--- src/rtl/chacha_driver_if.sv ---
// Handshake and core-facing bus of the ChaCha session driver.
// The master modport is the driver's view; slave is the environment/core view.
interface chacha_driver_if;
  logic       start;
  logic [7:0] num_blocks;
  logic       cfg_valid;
  logic [7:0] cfg_data;
  logic       cfg_ready;
  logic       out_valid;
  logic [7:0] out_data;
  logic       out_last;
  logic       out_ready;
  logic       busy;
  logic       done;
  logic       chacha_wr_key;
  logic       chacha_wr_nnc;
  logic       chacha_wr_ctr;
  logic [7:0] chacha_data_in;
  logic       chacha_blk_ready;
  logic       chacha_rd_blk;
  logic [7:0] chacha_data_out;

  modport master (
    input  start, num_blocks, cfg_valid, cfg_data, out_ready,
           chacha_blk_ready, chacha_data_out,
    output cfg_ready, out_valid, out_data, out_last, busy, done,
           chacha_wr_key, chacha_wr_nnc, chacha_wr_ctr, chacha_data_in,
           chacha_rd_blk
  );

  modport slave (
    output start, num_blocks, cfg_valid, cfg_data, out_ready,
           chacha_blk_ready, chacha_data_out,
    input  cfg_ready, out_valid, out_data, out_last, busy, done,
           chacha_wr_key, chacha_wr_nnc, chacha_wr_ctr, chacha_data_in,
           chacha_rd_blk
  );
endinterface

--- src/rtl/chacha_driver.sv ---
// Session driver for a byte-serial ChaCha core: loads key/nonce/counter,
// streams keystream blocks with backpressure, and rewrites the counter per block.
module chacha_driver #(
  parameter int KEY_BYTES = 32,
  parameter int NNC_BYTES = 12,
  parameter int CTR_BYTES = 4,
  parameter int BLK_BYTES = 64
) (
  input logic            clk,
  input logic            rst,
  chacha_driver_if.master bus
);
  typedef enum logic [2:0] {
    IDLE, LOAD_KEY, LOAD_NNC, LOAD_CTR, WAIT_BLK, READ, NEXT_CTR, DONE
  } state_t;

  localparam logic [7:0] KEY_LAST = 8'(KEY_BYTES - 1);
  localparam logic [7:0] NNC_LAST = 8'(NNC_BYTES - 1);
  localparam logic [7:0] CTR_LAST = 8'(CTR_BYTES - 1);
  localparam logic [7:0] BLK_LAST = 8'(BLK_BYTES - 1);

  state_t      state_q, state_d;
  logic [7:0]  byte_q, byte_d;
  logic [7:0]  blk_q, blk_d;
  logic [7:0]  nblk_q, nblk_d;
  logic [31:0] ctr_q, ctr_d;
  logic        out_valid_q, out_valid_d;
  logic        out_last_q, out_last_d;
  logic [7:0]  out_data_q, out_data_d;
  logic [4:0]  sh;
  logic [31:0] ctr_shift;
  logic        last_blk;

  always_comb begin
    state_d     = state_q;
    byte_d      = byte_q;
    blk_d       = blk_q;
    nblk_d      = nblk_q;
    ctr_d       = ctr_q;
    out_valid_d = out_valid_q;
    out_last_d  = out_last_q;
    out_data_d  = out_data_q;
    sh          = {byte_q[1:0], 3'b000};
    ctr_shift   = ctr_q >> sh;
    last_blk    = (blk_q + 8'd1) == nblk_q;

    bus.cfg_ready      = 1'b0;
    bus.chacha_wr_key  = 1'b0;
    bus.chacha_wr_nnc  = 1'b0;
    bus.chacha_wr_ctr  = 1'b0;
    bus.chacha_data_in = 8'd0;
    bus.chacha_rd_blk  = 1'b0;
    bus.done           = 1'b0;

    // A held byte leaves the output register once accepted; READ may refill it.
    if (out_valid_q && bus.out_ready) begin
      out_valid_d = 1'b0;
      out_last_d  = 1'b0;
    end

    case (state_q)
      IDLE: begin
        if (bus.start && (bus.num_blocks != 8'd0)) begin
          state_d = LOAD_KEY;
          nblk_d  = bus.num_blocks;
          byte_d  = 8'd0;
          blk_d   = 8'd0;
        end
      end
      LOAD_KEY: begin
        bus.cfg_ready = 1'b1;
        if (bus.cfg_valid) begin
          bus.chacha_wr_key  = 1'b1;
          bus.chacha_data_in = bus.cfg_data;
          byte_d             = byte_q + 8'd1;
          if (byte_q == KEY_LAST) begin
            byte_d  = 8'd0;
            state_d = LOAD_NNC;
          end
        end
      end
      LOAD_NNC: begin
        bus.cfg_ready = 1'b1;
        if (bus.cfg_valid) begin
          bus.chacha_wr_nnc  = 1'b1;
          bus.chacha_data_in = bus.cfg_data;
          byte_d             = byte_q + 8'd1;
          if (byte_q == NNC_LAST) begin
            byte_d  = 8'd0;
            state_d = LOAD_CTR;
          end
        end
      end
      LOAD_CTR: begin
        bus.cfg_ready = 1'b1;
        if (bus.cfg_valid) begin
          bus.chacha_wr_ctr  = 1'b1;
          bus.chacha_data_in = bus.cfg_data;
          ctr_d  = (ctr_q & ~(32'hFF << sh)) | ({24'd0, bus.cfg_data} << sh);
          byte_d = byte_q + 8'd1;
          if (byte_q == CTR_LAST) begin
            byte_d  = 8'd0;
            state_d = WAIT_BLK;
          end
        end
      end
      WAIT_BLK: begin
        if (bus.chacha_blk_ready) state_d = READ;
      end
      READ: begin
        bus.chacha_rd_blk = !out_valid_q || bus.out_ready;
        if (bus.chacha_rd_blk) begin
          out_valid_d = 1'b1;
          out_data_d  = bus.chacha_data_out;
          out_last_d  = (byte_q == BLK_LAST) && last_blk;
          byte_d      = byte_q + 8'd1;
          if (byte_q == BLK_LAST) begin
            byte_d = 8'd0;
            blk_d  = blk_q + 8'd1;
            if (last_blk) begin
              state_d = DONE;
            end else begin
              state_d = NEXT_CTR;
              ctr_d   = ctr_q + 32'd1;
            end
          end
        end
      end
      NEXT_CTR: begin
        bus.chacha_wr_ctr  = 1'b1;
        bus.chacha_data_in = ctr_shift[7:0];
        byte_d             = byte_q + 8'd1;
        if (byte_q == CTR_LAST) begin
          byte_d  = 8'd0;
          state_d = WAIT_BLK;
        end
      end
      DONE: begin
        if (!out_valid_q || bus.out_ready) begin
          bus.done = !rst;
          state_d  = IDLE;
        end
      end
      default: state_d = IDLE;
    endcase
  end

  always_ff @(posedge clk) begin
    if (rst) begin
      state_q     <= IDLE;
      byte_q      <= 8'd0;
      blk_q       <= 8'd0;
      nblk_q      <= 8'd0;
      ctr_q       <= 32'd0;
      out_valid_q <= 1'b0;
      out_last_q  <= 1'b0;
      out_data_q  <= 8'd0;
    end else begin
      state_q     <= state_d;
      byte_q      <= byte_d;
      blk_q       <= blk_d;
      nblk_q      <= nblk_d;
      ctr_q       <= ctr_d;
      out_valid_q <= out_valid_d;
      out_last_q  <= out_last_d;
      out_data_q  <= out_data_d;
    end
  end

  assign bus.out_valid = out_valid_q;
  assign bus.out_data  = out_data_q;
  assign bus.out_last  = out_last_q;
  assign bus.busy      = (state_q != IDLE);
endmodule

--- src/flat_wrapper.sv ---
// flat-port wrapper written by rule: the top's interface ports become plain ports
module chacha_driver_flat 
#(
  parameter int KEY_BYTES = 32,
  parameter int NNC_BYTES = 12,
  parameter int CTR_BYTES = 4,
  parameter int BLK_BYTES = 64
)
  (clk, rst, bus_start, bus_num_blocks, bus_cfg_valid, bus_cfg_data, bus_out_ready, bus_chacha_blk_ready, bus_chacha_data_out, bus_cfg_ready, bus_out_valid, bus_out_data, bus_out_last, bus_busy, bus_done, bus_chacha_wr_key, bus_chacha_wr_nnc, bus_chacha_wr_ctr, bus_chacha_data_in, bus_chacha_rd_blk);
  chacha_driver_if bus_i ();
  input logic clk;
  input logic rst;
  input wire logic [$bits(bus_i.start)-1:0] bus_start;
  input wire logic [$bits(bus_i.num_blocks)-1:0] bus_num_blocks;
  input wire logic [$bits(bus_i.cfg_valid)-1:0] bus_cfg_valid;
  input wire logic [$bits(bus_i.cfg_data)-1:0] bus_cfg_data;
  input wire logic [$bits(bus_i.out_ready)-1:0] bus_out_ready;
  input wire logic [$bits(bus_i.chacha_blk_ready)-1:0] bus_chacha_blk_ready;
  input wire logic [$bits(bus_i.chacha_data_out)-1:0] bus_chacha_data_out;
  output wire logic [$bits(bus_i.cfg_ready)-1:0] bus_cfg_ready;
  output wire logic [$bits(bus_i.out_valid)-1:0] bus_out_valid;
  output wire logic [$bits(bus_i.out_data)-1:0] bus_out_data;
  output wire logic [$bits(bus_i.out_last)-1:0] bus_out_last;
  output wire logic [$bits(bus_i.busy)-1:0] bus_busy;
  output wire logic [$bits(bus_i.done)-1:0] bus_done;
  output wire logic [$bits(bus_i.chacha_wr_key)-1:0] bus_chacha_wr_key;
  output wire logic [$bits(bus_i.chacha_wr_nnc)-1:0] bus_chacha_wr_nnc;
  output wire logic [$bits(bus_i.chacha_wr_ctr)-1:0] bus_chacha_wr_ctr;
  output wire logic [$bits(bus_i.chacha_data_in)-1:0] bus_chacha_data_in;
  output wire logic [$bits(bus_i.chacha_rd_blk)-1:0] bus_chacha_rd_blk;
  assign bus_i.start = bus_start;
  assign bus_i.num_blocks = bus_num_blocks;
  assign bus_i.cfg_valid = bus_cfg_valid;
  assign bus_i.cfg_data = bus_cfg_data;
  assign bus_i.out_ready = bus_out_ready;
  assign bus_i.chacha_blk_ready = bus_chacha_blk_ready;
  assign bus_i.chacha_data_out = bus_chacha_data_out;
  assign bus_cfg_ready = bus_i.cfg_ready;
  assign bus_out_valid = bus_i.out_valid;
  assign bus_out_data = bus_i.out_data;
  assign bus_out_last = bus_i.out_last;
  assign bus_busy = bus_i.busy;
  assign bus_done = bus_i.done;
  assign bus_chacha_wr_key = bus_i.chacha_wr_key;
  assign bus_chacha_wr_nnc = bus_i.chacha_wr_nnc;
  assign bus_chacha_wr_ctr = bus_i.chacha_wr_ctr;
  assign bus_chacha_data_in = bus_i.chacha_data_in;
  assign bus_chacha_rd_blk = bus_i.chacha_rd_blk;
  chacha_driver #(.KEY_BYTES(KEY_BYTES), .NNC_BYTES(NNC_BYTES), .CTR_BYTES(CTR_BYTES), .BLK_BYTES(BLK_BYTES)) u_core (.clk(clk), .rst(rst), .bus(bus_i));
endmodule
--- config.mk ---
export PLATFORM = sky130hd
export DESIGN_NAME = chacha_driver_flat
export DESIGN_NICKNAME = d
export VERILOG_FILES = /design/src/rtl/chacha_driver_if.sv /design/src/rtl/chacha_driver.sv /design/src/flat_wrapper.sv
export SDC_FILE = /design/constraint.sdc
export NUM_CORES = 1
export LEC_CHECK = 0
export ABC_CLOCK_PERIOD_IN_PS = 2300
export CORE_ASPECT_RATIO = 1.2
export CORE_MARGIN = 2
export CORE_UTILIZATION = 45
export CTS_BUF_LIST = sky130_fd_sc_hd__clkbuf_16
export DETAILED_ROUTE_END_ITERATION = 10
export PLACE_DENSITY = 0.75
export SYNTH_ARGS = -nofsm -noshare
export SYNTH_HDL_FRONTEND = slang
export SYNTH_SLANG_ARGS = --single-unit
--- constraint.sdc ---
create_clock -name clk -period 2.3 [get_ports clk]
set_clock_uncertainty 0.15 [all_clocks]
set_input_delay 0.23 -clock clk [delete_from_list [all_inputs] [get_ports clk]]
set_output_delay 0.23 -clock clk [all_outputs]
set_load 0.005 [all_outputs]
# Word-level counts from Yosys, hierarchy flattened
# Index checks and enable logic that the tools add are counted.
dict set report word_totals {
  regBits 69
  word_cells 106
  output_inout_bits 25
}
dict set report op_classes {
  bitwise 3
  add_sub_neg 3
  n_shift 3
  eq_ne 23
  n_reduce_logical 19
  n_mux 47
}
# cell n
set op_table {}
lappend op_table {{$mux W32} 4}
lappend op_table {{$mux W8} 12}
lappend op_table {{$pmux W32 S2} 1}
lappend op_table {{$pmux W8 S6} 1}
lappend op_table {{$mux W3} 11}
lappend op_table {{$add A32 B1 Y32 const B} 1}
lappend op_table {{$and A32 B32 Y32} 1}
lappend op_table {{$not A32 Y32} 1}
lappend op_table {{$or A32 B32 Y32} 1}
lappend op_table {{$pmux W8 S2} 2}
lappend op_table {{$shl A8 B5 Y32} 1}
lappend op_table {{$shl A8 B5 Y32 const A} 1}
lappend op_table {{$shr A32 B5 Y8} 1}
lappend op_table {{$pmux W3 S8} 1}
lappend op_table {{$add A8 B1 Y8 const B} 2}
lappend op_table {{$mux W1} 14}
lappend op_table {{$eq A3 B3 Y1 const B} 4}
lappend op_table {{$ne A2 B1 Y1 const B} 6}
lappend op_table {{$ne A2 B2 Y1 const B} 5}
lappend op_table {{$reduce_and A10 Y1} 1}
lappend op_table {{$eq A8 B2 Y1 const B} 1}
lappend op_table {{$eq A8 B4 Y1 const B} 1}
lappend op_table {{$eq A8 B5 Y1 const B} 1}
lappend op_table {{$eq A8 B6 Y1 const B} 1}
lappend op_table {{17 further kinds} 23}

# Longest topological paths before layout
# Gate-level depths: netlist (run 1).
dict set report logic_depth {
  word_depth 6
  ltp_mapped 10
}

# Worst setup path before layout (run 1)
# Ideal clock, no wire load.
dict set report synth_timing {
  kind {reg2reg}
  start {register u_core.blk_q[0]}
  end {register u_core.ctr_q[20]}
  period_less_slack_ns 2.312
  stages_incl_launch_ff 11
  arrival_ns 2.046
  slack_ns -0.012
  n_path_buf 2
  cell_sequence {dfxtp_1 > ha_1 > and3_1 > a31oi_1 > nor4b_2 > o211a_2 > o21a_2 > buf_6 > buf_6 > nor2_1 > a31o_1}
}
dict set report synth_via {
  elab_chain_cells 4
}
# item line_no
set synth_rtl {}
lappend synth_rtl {{from (decl)} chacha_driver.sv:24} ;# logic [7:0] blk_q, blk_d;
lappend synth_rtl {{from (signal assigned)} chacha_driver.sv:161} ;# blk_q <= blk_d;
lappend synth_rtl {{$add A8 B1 Y8} chacha_driver.sv:45} ;# last_blk = (blk_q + 8'd1) == nblk_q;
lappend synth_rtl {{$eq A8 B8 Y1} chacha_driver.sv:45}
lappend synth_rtl {{$ne A2 B2 Y1 (no source line)} n/a}
lappend synth_rtl {{$reduce_and A5 Y1 (no source line)} n/a}
lappend synth_rtl {{to (signal assigned)} chacha_driver.sv:163} ;# ctr_q <= ctr_d;
lappend synth_rtl {{to (decl)} chacha_driver.sv:26} ;# logic [31:0] ctr_q, ctr_d;
# No other way between the ends.
# A chain may end at the register's enable or synchronous reset.

# Worst setup path in the final report (run 1)
dict set report layout_timing {
  start {register u_core.blk_q[1]}
  end {register u_core.ctr_q[29]}
}
# The elaborated chain is that of the path after synthesis.

==> results of run 1 <==
## through the flow
stage / hold slack [ns] / std cells / power (µW)
3_3_place_gp: 0.2921 / 834 / 2836
2_1_floorplan: 0.2160 / 625 / 2251
3_5_place_dp: 0.2978 / 834 / 2861
4_1_cts: 0.2407 / 855 / 4199
5_1_grt: 0.2608 / 858 / 4481
6_report: 0.2485 / 858 / 4260
## worst paths after layout
| path | to | slack (ns) | cells past startpoint |
|---|---|---|---|
| max | u_core.ctr_q[29] | -0.002 | 9 |
| min | u_core.ctr_q[0] | 0.25 | 4 |
| max reg2reg | u_core.ctr_q[29] | -0.002 | 9 |
| min reg2reg | u_core.bus.out_data[2] | 0.31 | 2 |
## cell usage in the layout, fill, tap and decap left out, drive strengths merged, types with 3 or more instances in the layout
| master | n |
|---|---|
| a211oi | 4 |
| a21o | 3 |
| a21oi | 79 |
| a221oi | 4 |
| a22o | 10 |
| a22oi | 10 |
| a2bb2oi | 3 |
| a311oi | 4 |
| a31oi | 11 |
| a32o | 10 |
| and2 | 8 |
| and3 | 12 |
| and4 | 6 |
| buf | 91 |
| clkbuf | 10 |
| clkdlybuf4s50 | 45 |
| clkinv | 4 |
| clkinvlp | 3 |
| dfxtp | 69 |
| ha | 6 |
| inv | 9 |
| mux4 | 8 |
| nand2 | 86 |
| nand2b | 3 |
| nand3 | 28 |
| nand3b | 5 |
| nand4 | 12 |
| nor2 | 51 |
| nor2b | 13 |
| nor3 | 18 |
| nor4 | 4 |
| o211ai | 3 |
| o21a | 5 |
| o21ai | 42 |
| o22ai | 5 |
| o32ai | 5 |
| or3 | 6 |
| xnor2 | 8 |
| xor2 | 8 |
## state kept, by name, summed over array words and instances, names as in the netlist
signal,count
u_core.ctr_q,32
u_core.blk_q,8
u_core.nblk_q,8
u_core.bus.out_data,8
u_core.bus.out_valid,1
u_core.state_q,3
u_core.byte_q,8
u_core.bus.out_last,1
## critical path: stages, from the launching register on
cell	delay [ns]
dfxtp_2	0.34
ha_4	0.28
xnor2_2	0.11
o211ai_1	0.15
nor4b_2	0.33
o211a_4	0.22
o21a_4	0.17
buf_12	0.14
nor2_1	0.06
a32o_1	0.24
## power by group
group | internal [µW] | total [µW] | switching, µW
clock network | 709 | 1220 | 512
registers | 1270 | 1360 | 88.2
logic | 769 | 1680 | 908
## cells by family after synthesis
kind of cell / count (synthesis) / synth area share, %
AND/OR/NAND/NOR: 260 / 27.54
AO/OA/AOI/OAI: 210 / 29.22
flip-flops: 69 / 29.46
buffers and inverters: 55 / 5.124
XOR/XNOR: 16 / 2.989
multiplexers: 9 / 4.057
adder cells (fa/ha/maj): 6 / 1.601
## repair_timing
| item | CTS | global route |
|---|---|---|
| setup endpoints to repair | 25 | 51 |
| setup buffers | 5 | 3 |
| gates cloned | 1 | 0 |
| gates resized for setup | 42 | 40 |
| pin swaps | 12 | 21 |
## cell type report
class                      count  area share [%]
clock buffer                   9           3.597
clock inverter                 6          0.4996
inverter                      10          0.6595
multi-input combinational    501           51.10
sequential                    69           22.40
tap                          126           2.518
timing repair buffer         137           19.22
## per-layer routing
layer / global-route usage [%] / routed length, µm / part of all wire (%) / vias to the layer above
met1: 32.28 / 6165 / 39 / 2534
met5: 0 / 0 / 0 / -
met4: 16.62 / 835 / 5.2 / 0
met3: 4.946 / 1200 / 7.5 / 75
met2: 49.07 / 7777 / 49 / 293
li1: - / - / - / 2534
==> flow_summary_export.csv, run 1 <==
group,metric,value,unit
logic_synthesis,async_flop_share,0,%
route,drtAntennaViolNets,0,
route,num_vias,5436,
clocking,cts_buffer_depth,2,
cells_and_area,nets,764,
clocking,cts_tree,"yes",
cells_and_area,fillers,865,
die,dieWidth,97.18,µm
logic_synthesis,synth_commonest_cells,"85 x nand2_1, 79 x a21oi_1, 69 x dfxtp_1",
logic_synthesis,synth_edf_count,0,
timing,worst_slew_pin_slew,0.6915,ns
logic_synthesis,ys_warn_count,0,
status,violations,"negative setup slack",
flow_run,maxCapViolCount,0,
logic_synthesis,synth.largest_area_cell,"dfxtp_1",
timing,slew_viol_final,0,
route,wire_per_inst,18.62,µm
logic_synthesis,ys.flop_type,"dfxtp_1",
status,status,"complete, but fails checks",
timing,slew_headroom,53.90,%
logic_synthesis,synthesis.nets,661,
timing,finalCritPeriodShare,100.1,%
place,place_ws,-0.1241,ns
cells_and_area,syn_to_final_growth,33.55,%
logic_synthesis,syn_area_per_cell,7.501,µm²
die,io_pins,55,
timing,max_freq,0.4344,GHz
route,wl,15.98,mm
die,chipHeight,115.8,µm
clocking,cts_buffers,9,
route,vias_per_cell,6.336,
timing,fin_crit,2.302,ns
logic_synthesis,synth_seq_cells,69,
cells_and_area,fin_area,6261,µm²
clocking,postCtsHoldBufs,0,
cells_and_area,multi_input_area,3199,µm²
logic_synthesis,yosysMostFrequentCell,"nand2_1",
power_and_ir_drop,pwr_density_cell,680.3,nW/µm²
clocking,clockRootBuffer,"clkbuf_16",
power_and_ir_drop,ir_worst_vdd,0.3685,mV
global_routing,grt_pass1_wl,25.54,mm
timing,rsz0062_at_grt,"true",
global_routing,track_usage,28.01,%
die,row_count,40,
critical_path,required,2.38,ns
place,hpwlAfterDp,11.19,mm
worst_hold_path,min_from,"rst",
critical_path,crit_start,"u_core.blk_q[1]",
die,core,10060,µm²
clocking,clock-sinks,69,
route,drc,0,
worst_hold_path,hp-class,"primary input to register",
cells_and_area,drive_above_1_share,22.54,%
power_and_ir_drop,leakage,0.002277,µW
critical_path,cp_max_fo,12,
critical_path,critPathLaunchType,"register",
global_routing,grt_max_degree,59,
route,dr.pass1.iters,5,
logic_synthesis,synth_seq_area_share,29.46,%
logic_synthesis,synth_area_leaders,"dfxtp_1 29%, a21oi_1 8.4%, nand2_1 6.8%",
logic_synthesis,syn_inst,625,
critical_path,critical_path_class,"register to register",
critical_path,cp-end-kind,"register",
critical_path,r2r-start,"u_core.blk_q[1]",
global_routing,overflow,0,
timing,fin_tns_setup,-0.001879,ns
die,die-area,11250,µm²
global_routing,grt_pass1_vias,5161,
cells_and_area,antennaDiodeCount,0,
place,portBuffers,54,
place,dpl-instance-area,5787,µm²
logic_synthesis,syn_area,4688,µm²
global_routing,antenna_found_initial,0,
timing,finalSetupViolCount,1,
logic_synthesis,ys_types,68,
clocking,clock_tree.htree_level_count,3,
cells_and_area,regArea,1403,µm²
logic_synthesis,synth_top_area_share,29.46,%
clocking,clk-insertion-delay-late,0.33,ns
critical_path,crit_arrival,2.38,ns
die,start_util,46.60,%
timing,final-hold-violation-count,0,
timing,fin_ws,-0.001879,ns
route,drtIter0Drc,541,
cells_and_area,post-route-util,62.24,%
clocking,cts.clk_slew.worst_paths,0.06,ns
place,place.gp.congestion,0.9546,
(Power assumes the default switching activity.)
==> run 2: changes to the inputs <==
--- a/config.mk
+++ b/config.mk
@@ -11,6 +11,7 @@
 export CORE_UTILIZATION = 45
 export CTS_BUF_LIST = sky130_fd_sc_hd__clkbuf_16
 export DETAILED_ROUTE_END_ITERATION = 10
+export HOLD_SLACK_MARGIN = 0.08
 export PLACE_DENSITY = 0.75
 export SYNTH_ARGS = -nofsm -noshare
 export SYNTH_HDL_FRONTEND = slang
==> results of run 2 <==
The final DEF is identical to that of run 1; final timing and power are the same.
==> variant, RTL diff (settings of run 2) <==
`BLK_BYTES` is set to 64 in 2 places; all go to 48.
--- a/src/rtl/chacha_driver.sv
+++ b/src/rtl/chacha_driver.sv
@@ -5,5 +5,5 @@
   parameter int NNC_BYTES = 12,
   parameter int CTR_BYTES = 4,
-  parameter int BLK_BYTES = 64
+  parameter int BLK_BYTES = 48
 ) (
   input logic            clk,
--- a/src/flat_wrapper.sv
+++ b/src/flat_wrapper.sv
@@ -5,5 +5,5 @@
   parameter int NNC_BYTES = 12,
   parameter int CTR_BYTES = 4,
-  parameter int BLK_BYTES = 64
+  parameter int BLK_BYTES = 48
 )
   (clk, rst, bus_start, bus_num_blocks, bus_cfg_valid, bus_cfg_data, bus_out_ready, bus_chacha_blk_ready, bus_chacha_data_out, bus_cfg_ready, bus_out_valid, bus_out_data, bus_out_last, bus_busy, bus_done, bus_chacha_wr_key, bus_chacha_wr_nnc, bus_chacha_wr_ctr, bus_chacha_data_in, bus_chacha_rd_blk);
Formal check against the unedited RTL: same outputs for any inputs over 4 cycles, from zero or initial values and one cycle with rst high; that may be too few to reach the edited logic, so the function may still have changed.
==> variant against run 2 <==
Critical path type unchanged. Routed wire length up 27%. Critical path depth unchanged. Worst hold slack better by 0.048 ns. Cell area up 14%. Setup slack worse by 0.19 ns. The run still ends with negative setup slack left. Sequential cell count unchanged. Combinational power up 8%. Power up 3.5%. Area after synthesis up 8.8%. Highest routed layer unchanged.
==> variant: results (changes against run 2) <==
status = complete, but fails checks (unchanged)
failing checks = negative setup slack (unchanged)
proportion of synthesized area in mux cells = 5.72% (was 4.06%)
dominant cells by area after synthesis = dfxtp_1, a21oi_1, nor2_1 (was dfxtp_1, a21oi_1, nand2_1)
Crit path arrival time = 2.57 ns (was 2.38 ns)
Final nets = 840 (was 764)
slew margin rel. = 50.9% (was 53.9%)
final weighted congestion in routability-driven placement = 0.990 (was 0.955)
sequential area share after synthesis = 27.1% (was 29.5%)
placed insts = 902 (was 834)
Unique masters post-synth = 76 (was 68)
DRT iter0 DRCs = 731 (was 541)
Vias/cell = 6.69 (was 6.34)
final setup vio count = 34 (was 1)
Synth Area in Adders = 1.47% (was 1.60%)
xor and xnor area share after synthesis = 3.41% (was 2.99%)
HPWL after DPL = 13,500 um (was 11,200 um)
largest net degree at the start of global routing = 47 (was 59)
share of the synthesized area in the top cell type = 27.1% (was 29.5%)
Worst VDD drop = 0.000369 V (about the same)
final setup margin = -0.194 ns (was -0.00188 ns)
drt first pass iters = 8 (was 5)
Synth Area in Compound Gates = 28.4% (was 29.2%)
per-cell routed wire length = 21.6 um (was 18.6 um)
CP max stage delay = 0.42 ns (was 0.34 ns)
Via Count = 6,293 (was 5,436)
==> variant: cell count changes in the layout (fill, tap and decap cells not counted), sizes merged, moves of 6 or more <==
cell	run 2	this run
a21oi	79	69
a22o	10	0
a22oi	10	21
a32o	10	0
buf	91	120
inv	9	20
mux2i	1	10
nand2	86	57
nand3	28	40
nor2	51	64
nor4	4	11
o211ai	3	12
o21ai	42	36
o32ai	5	14
==> variant: layer usage <==
metal	vias to the layer above	track usage [%]	part of all wire (%)
met1	2947	39.0	37
met2	422	52.6	46
met3	127	7.23	9.5
li1	2797	-	-
met5	-	0	0
met4	0	20.8	6.8
==> variant: repair_timing <==
action / CTS / global route
gates cloned: 3 / 1
resized for setup: 49 / 40
endpoints found under the hold margin: 2 / 0
hold buffers: 1 / 0
buffers inserted: 15 / 6
endpoints found under the setup margin: 46 / 52
pin swaps: 19 / 5
==> variant: where the power goes <==
part / switching, mW / internal (mW)
logic: 0.978 / 0.841
clock network: 0.552 / 0.713
registers: 0.0685 / 1.26
total: 1.60 / 2.81
==> variant: stage by stage <==
stage	setup slack, ns	TNS (ns)
6_report	-0.194	-4.63
4_1_cts	-0.159	-3.33
2_1_floorplan	-0.0449	-0.139
3_3_place_gp	-0.137	-3.79
3_5_place_dp	-0.183	-5.61
5_1_grt	-0.270	-7.54
==> variant: final cells by class <==
class                      count  area, sq um  area share, %
inverter                      21         82.6           1.16
timing repair buffer         175         1590           22.2
clock inverter                 7         33.8          0.474
sequential                    69         1390           19.5
tap                          132          165           2.32
clock buffer                   9          225           3.16
multi-input combinational    528         3650           51.1
==> variant: cells by family after synthesis <==
kind of cell	after synthesis
and+or+nand+nor	276
adders and majority gates	6
buffers and inverters	70
muxes	19
DFF	69
AOI/OAI and AO/OA	208
xor gates and xnor gates	19
==> variant: tightest hold or removal path, stage by stage <==
cell and delay (ns):
clkdlybuf4s50_1 0.40, nand2_1 0.06, a21oi_1 0.05
==> variant: worst paths after layout <==
| check | from | to | cells past startpoint |
|---|---|---|---|
| setup / recovery | u_core.blk_q[2]$_SDFFE_PP0P_ | u_core.ctr_q[18]$_SDFFE_PP0P_ | 9 |
| hold / removal | bus_chacha_data_out[1] | u_core.bus.out_data[1]$_SDFFE_PP0P_ | 3 |
| setup reg to reg | u_core.blk_q[2]$_SDFFE_PP0P_ | u_core.ctr_q[18]$_SDFFE_PP0P_ | 9 |
| hold reg to reg | u_core.bus.out_data[1]$_SDFFE_PP0P_ | u_core.bus.out_data[1]$_SDFFE_PP0P_ | 2 |
